$ cat src/rtl/ah_arb_pkg.sv
// ah_arb_pkg: shared arbiter constants and the buffered grant entry type
package ah_arb_pkg;
    localparam int NREQ  = 8;
    localparam int SRC_W = 3;
    localparam int DW    = 32;
    typedef struct packed {
        logic [SRC_W-1:0] src;
        logic [DW-1:0]    data;
    } entry_t;
endpackage

$ cat src/rtl/ah_gpm_fifo2.sv
// ah_gpm_fifo2: 2-entry FIFO with occupancy count; caller guarantees no overflow/underflow
module ah_gpm_fifo2 #(
    parameter int W = 35
) (
    input  logic         clk,
    input  logic         rst,
    input  logic         push,
    input  logic         pop,
    input  logic [W-1:0] din,
    output logic [W-1:0] dout,
    output logic [1:0]   count
);
    logic [W-1:0] r_mem [2];
    logic         r_wptr;
    logic         r_rptr;
    logic [1:0]   r_cnt;

    // storage is not reset; only pointers and count define validity
    always_ff @(posedge clk) begin
        if (push) r_mem[r_wptr] <= din;
    end

    // pointers wrap modulo 2; simultaneous push and pop keeps the count
    always_ff @(posedge clk) begin
        if (rst) begin
            r_wptr <= 1'b0;
            r_rptr <= 1'b0;
            r_cnt  <= 2'd0;
        end else begin
            if (push) r_wptr <= ~r_wptr;
            if (pop)  r_rptr <= ~r_rptr;
            r_cnt <= r_cnt + 2'(push) - 2'(pop);
        end
    end

    assign dout  = r_mem[r_rptr];
    assign count = r_cnt;
endmodule

$ cat src/rtl/ah_grant_payload_mux.sv
// ah_grant_payload_mux: captures the granted requester's payload into a 2-entry buffer; AH_GPM_STATS_EN adds drop_cnt
module ah_grant_payload_mux
    import ah_arb_pkg::SRC_W;
#(
    parameter int NREQ = 8,
    parameter int DW   = 32
) (
    input  logic               clk,
    input  logic               rst,
    input  logic [NREQ-1:0]    grant,
    input  logic [NREQ*DW-1:0] req_data,
    output logic [NREQ-1:0]    req_pop,
    output logic               out_valid,
    input  logic               out_ready,
    output logic [DW-1:0]      out_data,
    output logic [SRC_W-1:0]   out_src,
    output logic               onehot_err,
`ifdef AH_GPM_STATS_EN
    output logic [7:0]         drop_cnt,
`endif
    output logic               drop
);
    logic             w_nonzero;
    logic             w_onehot;
    logic [SRC_W-1:0] w_idx;
    logic             w_deq;
    logic             w_space;
    logic             w_push;
    logic [1:0]       w_count;

    assign w_nonzero = grant != '0;
    assign w_onehot  = w_nonzero && ((grant & (grant - NREQ'(1))) == '0);

    // priority encoder; only meaningful when the grant is one-hot
    always_comb begin
        w_idx = '0;
        for (int i = 0; i < NREQ; i++)
            if (grant[i]) w_idx = SRC_W'(i);
    end

    assign out_valid  = w_count != 2'd0;
    assign w_deq      = out_valid && out_ready;
    assign w_space    = (w_count < 2'd2) || w_deq;
    assign w_push     = !rst && w_onehot && w_space;
    assign req_pop    = w_push ? grant : '0;
    assign drop       = !rst && w_onehot && !w_space;
    assign onehot_err = !rst && w_nonzero && !w_onehot;

    ah_gpm_fifo2 #(.W(SRC_W + DW)) u_fifo (
        .clk  (clk),
        .rst  (rst),
        .push (w_push),
        .pop  (w_deq),
        .din  ({w_idx, req_data[int'(w_idx)*DW +: DW]}),
        .dout ({out_src, out_data}),
        .count(w_count)
    );

`ifdef AH_GPM_STATS_EN
    logic [7:0] r_drop_cnt;

    // saturating count of lost grants
    always_ff @(posedge clk) begin
        if (rst) r_drop_cnt <= 8'd0;
        else if (drop && r_drop_cnt != 8'hFF) r_drop_cnt <= r_drop_cnt + 8'd1;
    end

    assign drop_cnt = r_drop_cnt;
`endif
endmodule

$ cat config.mk
export PLATFORM = sky130hd
export DESIGN_NAME = ah_grant_payload_mux
export DESIGN_NICKNAME = d
export VERILOG_FILES = /design/src/rtl/ah_arb_pkg.sv /design/src/rtl/ah_gpm_fifo2.sv /design/src/rtl/ah_grant_payload_mux.sv
export SDC_FILE = /design/constraint.sdc
export NUM_CORES = 1
export LEC_CHECK = 0
export ABC_AREA = 1
export CELL_PAD_IN_SITES_DETAIL_PLACEMENT = 2
export CELL_PAD_IN_SITES_GLOBAL_PLACEMENT = 2
export CORE_MARGIN = 2
export CORE_UTILIZATION = 29
export CTS_CLUSTER_DIAMETER = 60
export CTS_CLUSTER_SIZE = 12
export DETAILED_ROUTE_END_ITERATION = 10
export DONT_BUFFER_PORTS = 1
export PLACE_DENSITY = 0.84
export SLEW_MARGIN = 40
export SYNTH_ARGS = -nofsm -noshare
export SYNTH_HDL_FRONTEND = slang
export SYNTH_HIERARCHICAL = 1
export SYNTH_SLANG_ARGS = --single-unit
export TNS_END_PERCENT = 1
$ cat constraint.sdc
create_clock -name clk -period 3.7 [get_ports clk]
set_clock_uncertainty 0.1 [all_clocks]
set_input_delay 0.74 -clock clk [delete_from_list [all_inputs] [get_ports clk]]
set_output_delay 0.74 -clock clk [all_outputs]
set_load 0.1 [all_outputs]
Word-level counts from Yosys, hierarchy flattened
Memory sizes are Yosys's and may differ from the RTL's. A register that Yosys moved wholly into a read port is not among the register bits.
Index checks and enable logic that the tools add are counted.
{ "word_totals": {"ff_bits": 4, "n_memories": 1, "ram_bits": 70, "in_bits": 267, "wordCells": 38, "out_inout_bits": 46} }
{ "classes": {"n_reduce_logical": 14, "n_bitwise": 3, "n_shift": 1, "muxes": 12, "order_cmp": 1, "add_sub_neg": 3} }
{ "mem_list": {"columns": ["name", "words", "word_bits", "read_ports", "rd_ports_with_merged_regs", "write_ports", "line_no", "rtl"], "rows": [
  ["u_fifo.r_mem", 2, 35, 1, 1, 1, "ah_gpm_fifo2.sv:13", "logic [W-1:0] r_mem [2];"]
]} }
{ "op_table": {"columns": ["op", "n"], "rows": [
  ["256-bit by 9-bit variable part select with 32-bit output", 1],
  ["3-bit two-way mux", 6],
  ["8-bit bitwise AND", 1],
  ["8-bit zero test", 1],
  ["8-bit two-way mux", 1],
  ["8-bit nonzero test", 1],
  ["8-bit by 1-bit subtractor with 8-bit output (second input constant)", 1],
  ["1-bit logical AND", 7],
  ["1-bit two-way mux", 5],
  ["1-bit zero test", 3],
  ["2-bit by 1-bit adder with 2-bit output", 1],
  ["2-bit less-than comparator (second input constant)", 1],
  ["1-bit NOT", 2],
  ["2-bit nonzero test", 1],
  ["2-bit by 1-bit subtractor with 2-bit output", 1],
  ["1-bit logical OR", 1]
]} }

Logic depth before layout (Yosys ltp)
Gate-level depths: netlist of the first run.
{ "logic_depth": {"ltp_word": 8, "depth_mapped": 15, "mapped_depth_nobuf": 15} }

Modules after synthesis
Netlist of the first run, hierarchy kept.
{ "modules_own_cells": {"columns": ["mod", "instances", "area_each_um2", "seq_area_each_um2", "cells_each"], "rows": [
  ["ah_grant_payload_mux", 1, 3977.6, 0.0, 924],
  ["ah_gpm_fifo2", 1, 2896.5, 2202.1, 138]
]} }

Worst setup path before layout of the first run
OpenSTA, ideal clock, no wires.
{ "synth_timing": {"path_kind": "input port to output port", "start": "input port grant[3]", "end": "output port drop", "n_path_buf": 0, "required_time_ps": 2860, "cell_stages": 9, "arrival_time_ps": 3428, "setup_slack_ps": -568, "path_cell_list": "inv_1 > nand2_1 > nor2_1 > nand2_1 > nand2_1 > nand2_1 > nor2_2 > nand2_1 > nor3_1"} }
{ "synth_via": {"elab_chain_len": 6, "elab_cells_between_ends": 7, "classes_between": "add/sub (1); bitwise (1); reduce/logical (5)"} }
{ "synth_lines": {"columns": ["item", "line_no", "rtl"], "rows": [
  ["from (decl)", "ah_grant_payload_mux.sv:10", "input logic [NREQ-1:0] grant,"],
  ["8-bit by 1-bit subtractor with 8-bit output", "ah_grant_payload_mux.sv:32", "assign w_onehot = w_nonzero && ((grant & (grant - NREQ'(1))) == '0);"],
  ["8-bit bitwise AND", "ah_grant_payload_mux.sv:32", null],
  ["8-bit zero test", "ah_grant_payload_mux.sv:32", null],
  ["1-bit logical AND (*)", "ah_grant_payload_mux.sv:32", null],
  ["1-bit logical AND (*) (2 in a row)", "ah_grant_payload_mux.sv:46", "assign drop = !rst && w_onehot && !w_space;"],
  ["to (decl)", "ah_grant_payload_mux.sv:21", "output logic drop"]
]} }
Mark *: on every way between the ends. The rest lies on a longest branch, timed or not.

Worst setup path after layout of the first run
{ "layout_timing": {"start": "register u_fifo.r_cnt[1], in the netlist u_fifo/count[1]", "end": "output port req_pop[4]"} }
{ "layout_via": {"elab_chain_len": 5, "elab_cells_between_ends": 6, "classes_between": "order compare (1); mux (1); reduce/logical (4)"} }
{ "layout_lines": {"columns": ["item", "line_no", "rtl"], "rows": [
  ["from (decl)", "ah_gpm_fifo2.sv:16", "logic [1:0] r_cnt;"],
  ["from (signal assigned)", "ah_gpm_fifo2.sv:32", "r_cnt <= r_cnt + 2'(push) - 2'(pop);"],
  ["2-bit nonzero test", "ah_grant_payload_mux.sv:41", "assign out_valid = w_count != 2'd0;"],
  ["net out_valid", "ah_grant_payload_mux.sv:13", "output logic out_valid,"],
  ["1-bit logical AND", "ah_grant_payload_mux.sv:42", "assign w_deq = out_valid && out_ready;"],
  ["1-bit logical OR", "ah_grant_payload_mux.sv:43", "assign w_space = (w_count < 2'd2) || w_deq;"],
  ["1-bit logical AND", "ah_grant_payload_mux.sv:44", "assign w_push = !rst && w_onehot && w_space;"],
  ["8-bit two-way mux", "ah_grant_payload_mux.sv:45", "assign req_pop = w_push ? grant : '0;"],
  ["to (decl)", "ah_grant_payload_mux.sv:12", "output logic [NREQ-1:0] req_pop,"]
]} }
The timed path passes the listed nets, and every way through them passes these cells.

==> impl_metrics.yaml, run 1 <==
worst_setup_path:
  crit_path_start_kind: "flop"
  worstSetupPathType: "reg2out"
  crit_fanout: 9
  cp_data_required_time_ps: 2860
  worst_r2r_path_depth: 8
  critPathArrivalTime_ps: 2380
  end_kind: "output pin"
detailed_routing:
  via_per_inst: 4.81
  post_drt_wl_per_cell_um: 18.7
  drt_iter0_drc: 223
  drtPass1Iterations: 4
  drc_errors: 0
  totalWireLength_um: 25400
  antenna_left: 0
  vias: 6526
sta:
  worst_slew_pin_slew_ps: 789
  timing.final.ws_setup_ps: 483
  slew_headroom_pct: 47.4
  slew_violations: 0
  final_hold_viol_count: 0
  rsz0062_at_grt: "no"
  setup-violations-final: 0
  max_freq_mhz: 311
  finalCriticalPeriod_ps: 3220
  fin_crit_sh_pct: 86.9
global_routing:
  grt_pass1_vias: 6960
  grt.overflow.total: 0
  grt_max_degree: 129
  antenna_found_initial: 0
  grt_pass1_wl_um: 37900
  globalRouteTotalUtil_pct: 20.2
clocking:
  clk-insertion-delay-late_ps: 350
  cts_buffer_depth: 2
  clockRootBuffer: "clkbuf_16"
  hold_buffers: 0
  htreeDepth: 3
  postCtsSetupBuffers: 0
  clk_pin_slew_ps: 60
  cts_inserted_buffers: 9
  cts_tree: "built"
  cts_resized: 0
  numClockSinks: 75
cells_and_area:
  syn2layout_area_growth_pct: 10.2
  fin_nets: 1301
  drive_gt1_share_pct: 9.64
  layout_commonest_cell: "nand2_1"
  final_cell_mix: "nand2_1, inv_1, nand3_1"
  instances_no_fill: 1356
  diodes: 0
placed_design:
  portBuffers: 0
  gp_congestion: 0.792
  dp_slack_ps: 475
  dp_cells: 1340
  dpl.hpwl_um: 18900
yosys:
  avgSynthCellArea_sq_um: 6.47
  synthFlopType: "edfxtp_1"
  yosysSeqAreaShare_pct: 32.0
  ys_ff_latch: 75
  synth_area_sq_mm: 0.00687
  synth_edf_count: 70
  yosysUniqueCellTypes: 25
  synth-async-reset-ratio_pct: 0
  synth_warnings: 6
  syn_nets: 1331
  syn_inst: 1062
power:
  power_frac_seq_pct: 34.2
  p_per_area_mw_per_mm2: 378
  combPwrFrac_pct: 33.1
  internal-power_w: 0.00179
  irDropWorstVdd_mv: 0.185
  switchingPower_w: 0.00107
  power_w: 0.00287
  switching_share_pct: 37.4
  leakage_nw: 4.19
  clkPwrFrac_pct: 32.7
floorplanning:
  die_h_um: 158
  rows: 56
  dieArea_sq_mm: 0.0250
  io_pins: 313
  start_util_pct: 29.4
  core_sq_mm: 0.0234
  die-width_um: 158
status:
  outcome: "finished clean"
hold_path:
  hold_path.class: "in2reg"
  hold_depth: 1
run:
  cap_violations: 0
## per-layer routing
layer  vias to the layer above  track usage, %  routed length, um
met1                      3125            20.7               9430
met3                        21            7.69               2120
met5                         -               0                  0
met4                         0            5.06                398
li1                       3162               -                  -
met2                       218            38.2              13400
## registers in the layout (all words and copies together), names as in the netlist, named ones only
| signal | count |
|---|---|
| u_fifo/r_rptr | 1 |
| u_fifo/r_wptr | 1 |
| u_fifo/count | 2 |
| u_fifo/r_mem | 70 |
## final cells by class
class / count / area, sq um
fillers: 2916 / 15800
multi-input cells: 639 / 3220
flip-flops and latches: 75 / 2200
inverters: 282 / 1060
well taps: 319 / 399
repair buffers: 25 / 375
clock buffers: 9 / 225
clock inverters: 7 / 91.3
## synthesized netlist by cell type, types with 2 or more instances
master,count,area [sq um]
ha_1,2,25.0
nor2_2,3,18.8
dfxtp_1,5,100
mux2_2,5,56.3
mux2_4,30,450
a21oi_1,2,10.0
o21ai_0,2,10.0
buf_12,3,60.1
inv_2,2,7.51
clkbuf_1,4,15.0
buf_4,10,75.1
nand2_1,310,1160
edfxtp_1,70,2100
nor3_1,2,10.0
buf_1,2,7.51
buf_6,10,113
inv_1,280,1050
nand3_1,260,1300
buf_2,37,185
nand2_2,2,12.5
nor2_1,17,63.8
## worst max-delay path, cell delays in order (launching register included)
cell	delay, ps
dfxtp_1	360
or2_2	480
nand2_1	150
nand2_1	190
nand4_2	370
nor2_2	270
buf_12	200
## final timing paths
check	slack [ps]	start	end
max	480	u_fifo/count[1]$_SDFF_PP0_	req_pop[4]
min	360	rst	flop
min reg2reg	420	u_fifo/r_rptr$_SDFFE_PP0P_	u_fifo/r_rptr$_SDFFE_PP0P_
max reg2reg	840	u_fifo/count[1]$_SDFF_PP0_	u_fifo/r_mem[1][30]$_DFFE_PP_
## stage by stage
step | instance area, sq um | hold slack (ps) | util [%] | setup TNS [ps]
after floorplan | 6880 | 381 | - | -617
after global placement | 7260 | 402 | 31.0 | 0
after detailed placement | 7260 | 410 | 31.0 | 0
after CTS | 7580 | 334 | 32.4 | 0
after global routing | 7580 | 341 | 32.4 | 0
final | 7580 | 356 | 32.4 | 0
## power by group through the flow
stage | Sequential [W] | Combinational, W | Clock (W)
4_1_cts | 0.000980 | 0.000971 | 0.000967
3_3_place_gp | 0.000998 | 0.000942 | 0
2_1_floorplan | 0.000977 | 0.000829 | 0
3_5_place_dp | 0.000998 | 0.000965 | 0
6_report | 0.000979 | 0.000950 | 0.000937
5_1_grt | 0.000982 | 0.00104 | 0.000985
## logic make-up (layout without fill, tap and decap cells)
family,count (synthesis),in the layout,share of synthesized area [%]
xor gates and xnor gates,1,1,0.127
buffers and inverters,348,323,22.0
DFF,75,75,32.0
and+or+nand+nor,596,596,37.7
adders and majority gates,2,2,0.364
AOI/OAI and AO/OA,5,5,0.419
muxes,35,35,7.37
Power figures use the tool's default switching activity.
==> inputs of run 2 (changes only) <==
--- a/config.mk
+++ b/config.mk
@@ -20,4 +20,4 @@
 export SYNTH_HDL_FRONTEND = slang
 export SYNTH_HIERARCHICAL = 1
 export SYNTH_SLANG_ARGS = --single-unit
-export TNS_END_PERCENT = 1
+export TNS_END_PERCENT = 30
==> run 2 against run 1 <==
  * Via count increased by 0.11%
  * Clock power increased by 2.2%
  * Sequential power about the same
  * Clock-buffer cell count unchanged
  * Critical path depth unchanged
  * Final cell count about the same
  * Hold slack about the same
  * Combinational power about the same
  * Sequential share of layout area about the same
  * Global-route usage increased by 0.086 points
  * Largest power group unchanged
  * Highest routed layer is now met5
==> impl_metrics.yaml, run 2 (synthesis gave the netlist of run 1 again) <==
clocking:
  clockRootBuffer: "clkbuf_16"
  cts_buffer_depth: 2
  htreeDepth: 3
  postCtsSetupBuffers: 0
  clk_pin_slew_ps: 60
  numClockSinks: 75
  hold_buffers: 0
  cts_resized: 0
  clk-insertion-delay-late_ps: 340
  cts_tree: "built"
  cts_inserted_buffers: 9
cells_and_area:
  diodes: 0
  syn2layout_area_growth_pct: 10.2
  largest-register: "u_fifo/r_mem"
  n_fill_cell: 2892
  design_area_sq_mm: 0.00758
  drive_gt1_share_pct: 9.73
  layout_commonest_cell: "nand2_1"
  instances_no_fill: 1357
  final_cell_mix: "nand2_1, inv_1, nand3_1"
  fin_nets: 1302
  largest_reg_flops: 70
worst_setup_path:
  crit_top_cell: "nand2_1"
  path_cells: "or2_2, nand2_1, nand2_1, nand4_2, nor2_2, buf_12"
  cp_slowest_cell: "or2_2"
  cp_data_required_time_ps: 2860
  worstSetupPathType: "reg2out"
  crit_path_max_incr_delay_ps: 490
  end_kind: "output pin"
  crit_path_start_kind: "flop"
  crit_fanout: 9
  critPathArrivalTime_ps: 2430
floorplanning:
  die-width_um: 158
  rows: 56
  die_h_um: 158
  core_sq_mm: 0.0234
  start_util_pct: 29.4
  io_pins: 313
  dieArea_sq_mm: 0.0250
hold_path:
  hold_path.class: "in2reg"
detailed_routing:
  vias: 6533
  drt_iter0_drc: 324
  via_per_inst: 4.81
  drtPass1Iterations: 4
  post_drt_wl_per_cell_um: 18.8
  totalWireLength_um: 25500
  drc_errors: 0
  antenna_left: 0
placed_design:
  dp_slack_ps: 463
  dp_cells: 1341
  placed_cell_area_sq_mm: 0.00726
  portBuffers: 0
  dpl.hpwl_um: 19400
  gp_congestion: 0.765
sta:
  setup-violations-final: 0
  slew_headroom_pct: 49.8
  final_hold_viol_count: 0
  max_freq_mhz: 305
  tns_ps: 0
  worst_slew_pin_slew_ps: 753
  rsz0062_at_grt: "no"
  finalCriticalPeriod_ps: 3270
  fin_crit_sh_pct: 88.5
  slew_violations: 0
  timing.final.ws_setup_ps: 426
global_routing:
  globalRouteTotalUtil_pct: 20.2
  grt.overflow.total: 0
  grt_pass1_wl_um: 38300
  grt_max_degree: 129
  antenna_found_initial: 1
  grt_pass1_vias: 7017
status:
  outcome: "finished clean"
power:
  power_w: 0.00289
  irDropWorstVdd_mv: 0.182
  p_per_area_mw_per_mm2: 381
  leakage_nw: 4.19
run:
  cap_violations: 0
==> run 2: worst max-delay path: cells and delay by family, from the launching register on <==
kind | cells | cell delay [ps]
flops | 1 | 380
simple gates | 5 | 1500
buf+inv | 1 | 200
==> run 2: cell type report <==
class / instances / area, sq um / share of cell area (%)
inverters: 282 / 1060 / 14.0
multi-input cells: 639 / 3220 / 42.5
clock buffers: 9 / 225 / 2.97
well taps: 319 / 399 / 5.27
flip-flops and latches: 75 / 2200 / 29.1
repair buffers: 26 / 370 / 4.89
clock inverters: 7 / 97.6 / 1.29
==> run 2: metal layers <==
layer / GRT usage [%] / part of all wire [%] / up-vias / wire, um
met2: 39.7 / 54 / 221 / 13800
met4: 3.30 / 0.87 / 2 / 221
met5: 0 / 0.051 / - / 13
li1: - / - / 3164 / -
met3: 7.56 / 8.0 / 19 / 2050
met1: 20.5 / 37 / 3127 / 9370
==> run 2: worst paths after layout <==
kind	startpoint	to	slack, ps	cells past startpoint
worst min register to register	u_fifo/r_rptr$_SDFFE_PP0P_	u_fifo/r_rptr$_SDFFE_PP0P_	430	2
worst max-delay path	u_fifo/count[1]$_SDFF_PP0_	req_pop[4]	430	6
worst min-delay path	rst	flop	360	1
worst max register to register	u_fifo/count[1]$_SDFF_PP0_	u_fifo/r_mem[1][34]$_DFFE_PP_	780	8
==> run 2: through the flow <==
step	utilization [%]	hold WS (ps)
detailed placement	31.0	414
global route	32.4	335
CTS	32.4	339
global placement	31.0	395
finish	32.4	356
floorplan	-	381
==> run 2: power by group <==
| group | total [W] | leakage (nW) | internal (W) | switching, W |
|---|---|---|---|---|
| clock | 0.000958 | 0.154 | 0.000595 | 0.000363 |
| sequential | 0.000982 | 0.671 | 0.000956 | 0.0000258 |
| combinational | 0.000950 | 3.36 | 0.000250 | 0.000700 |
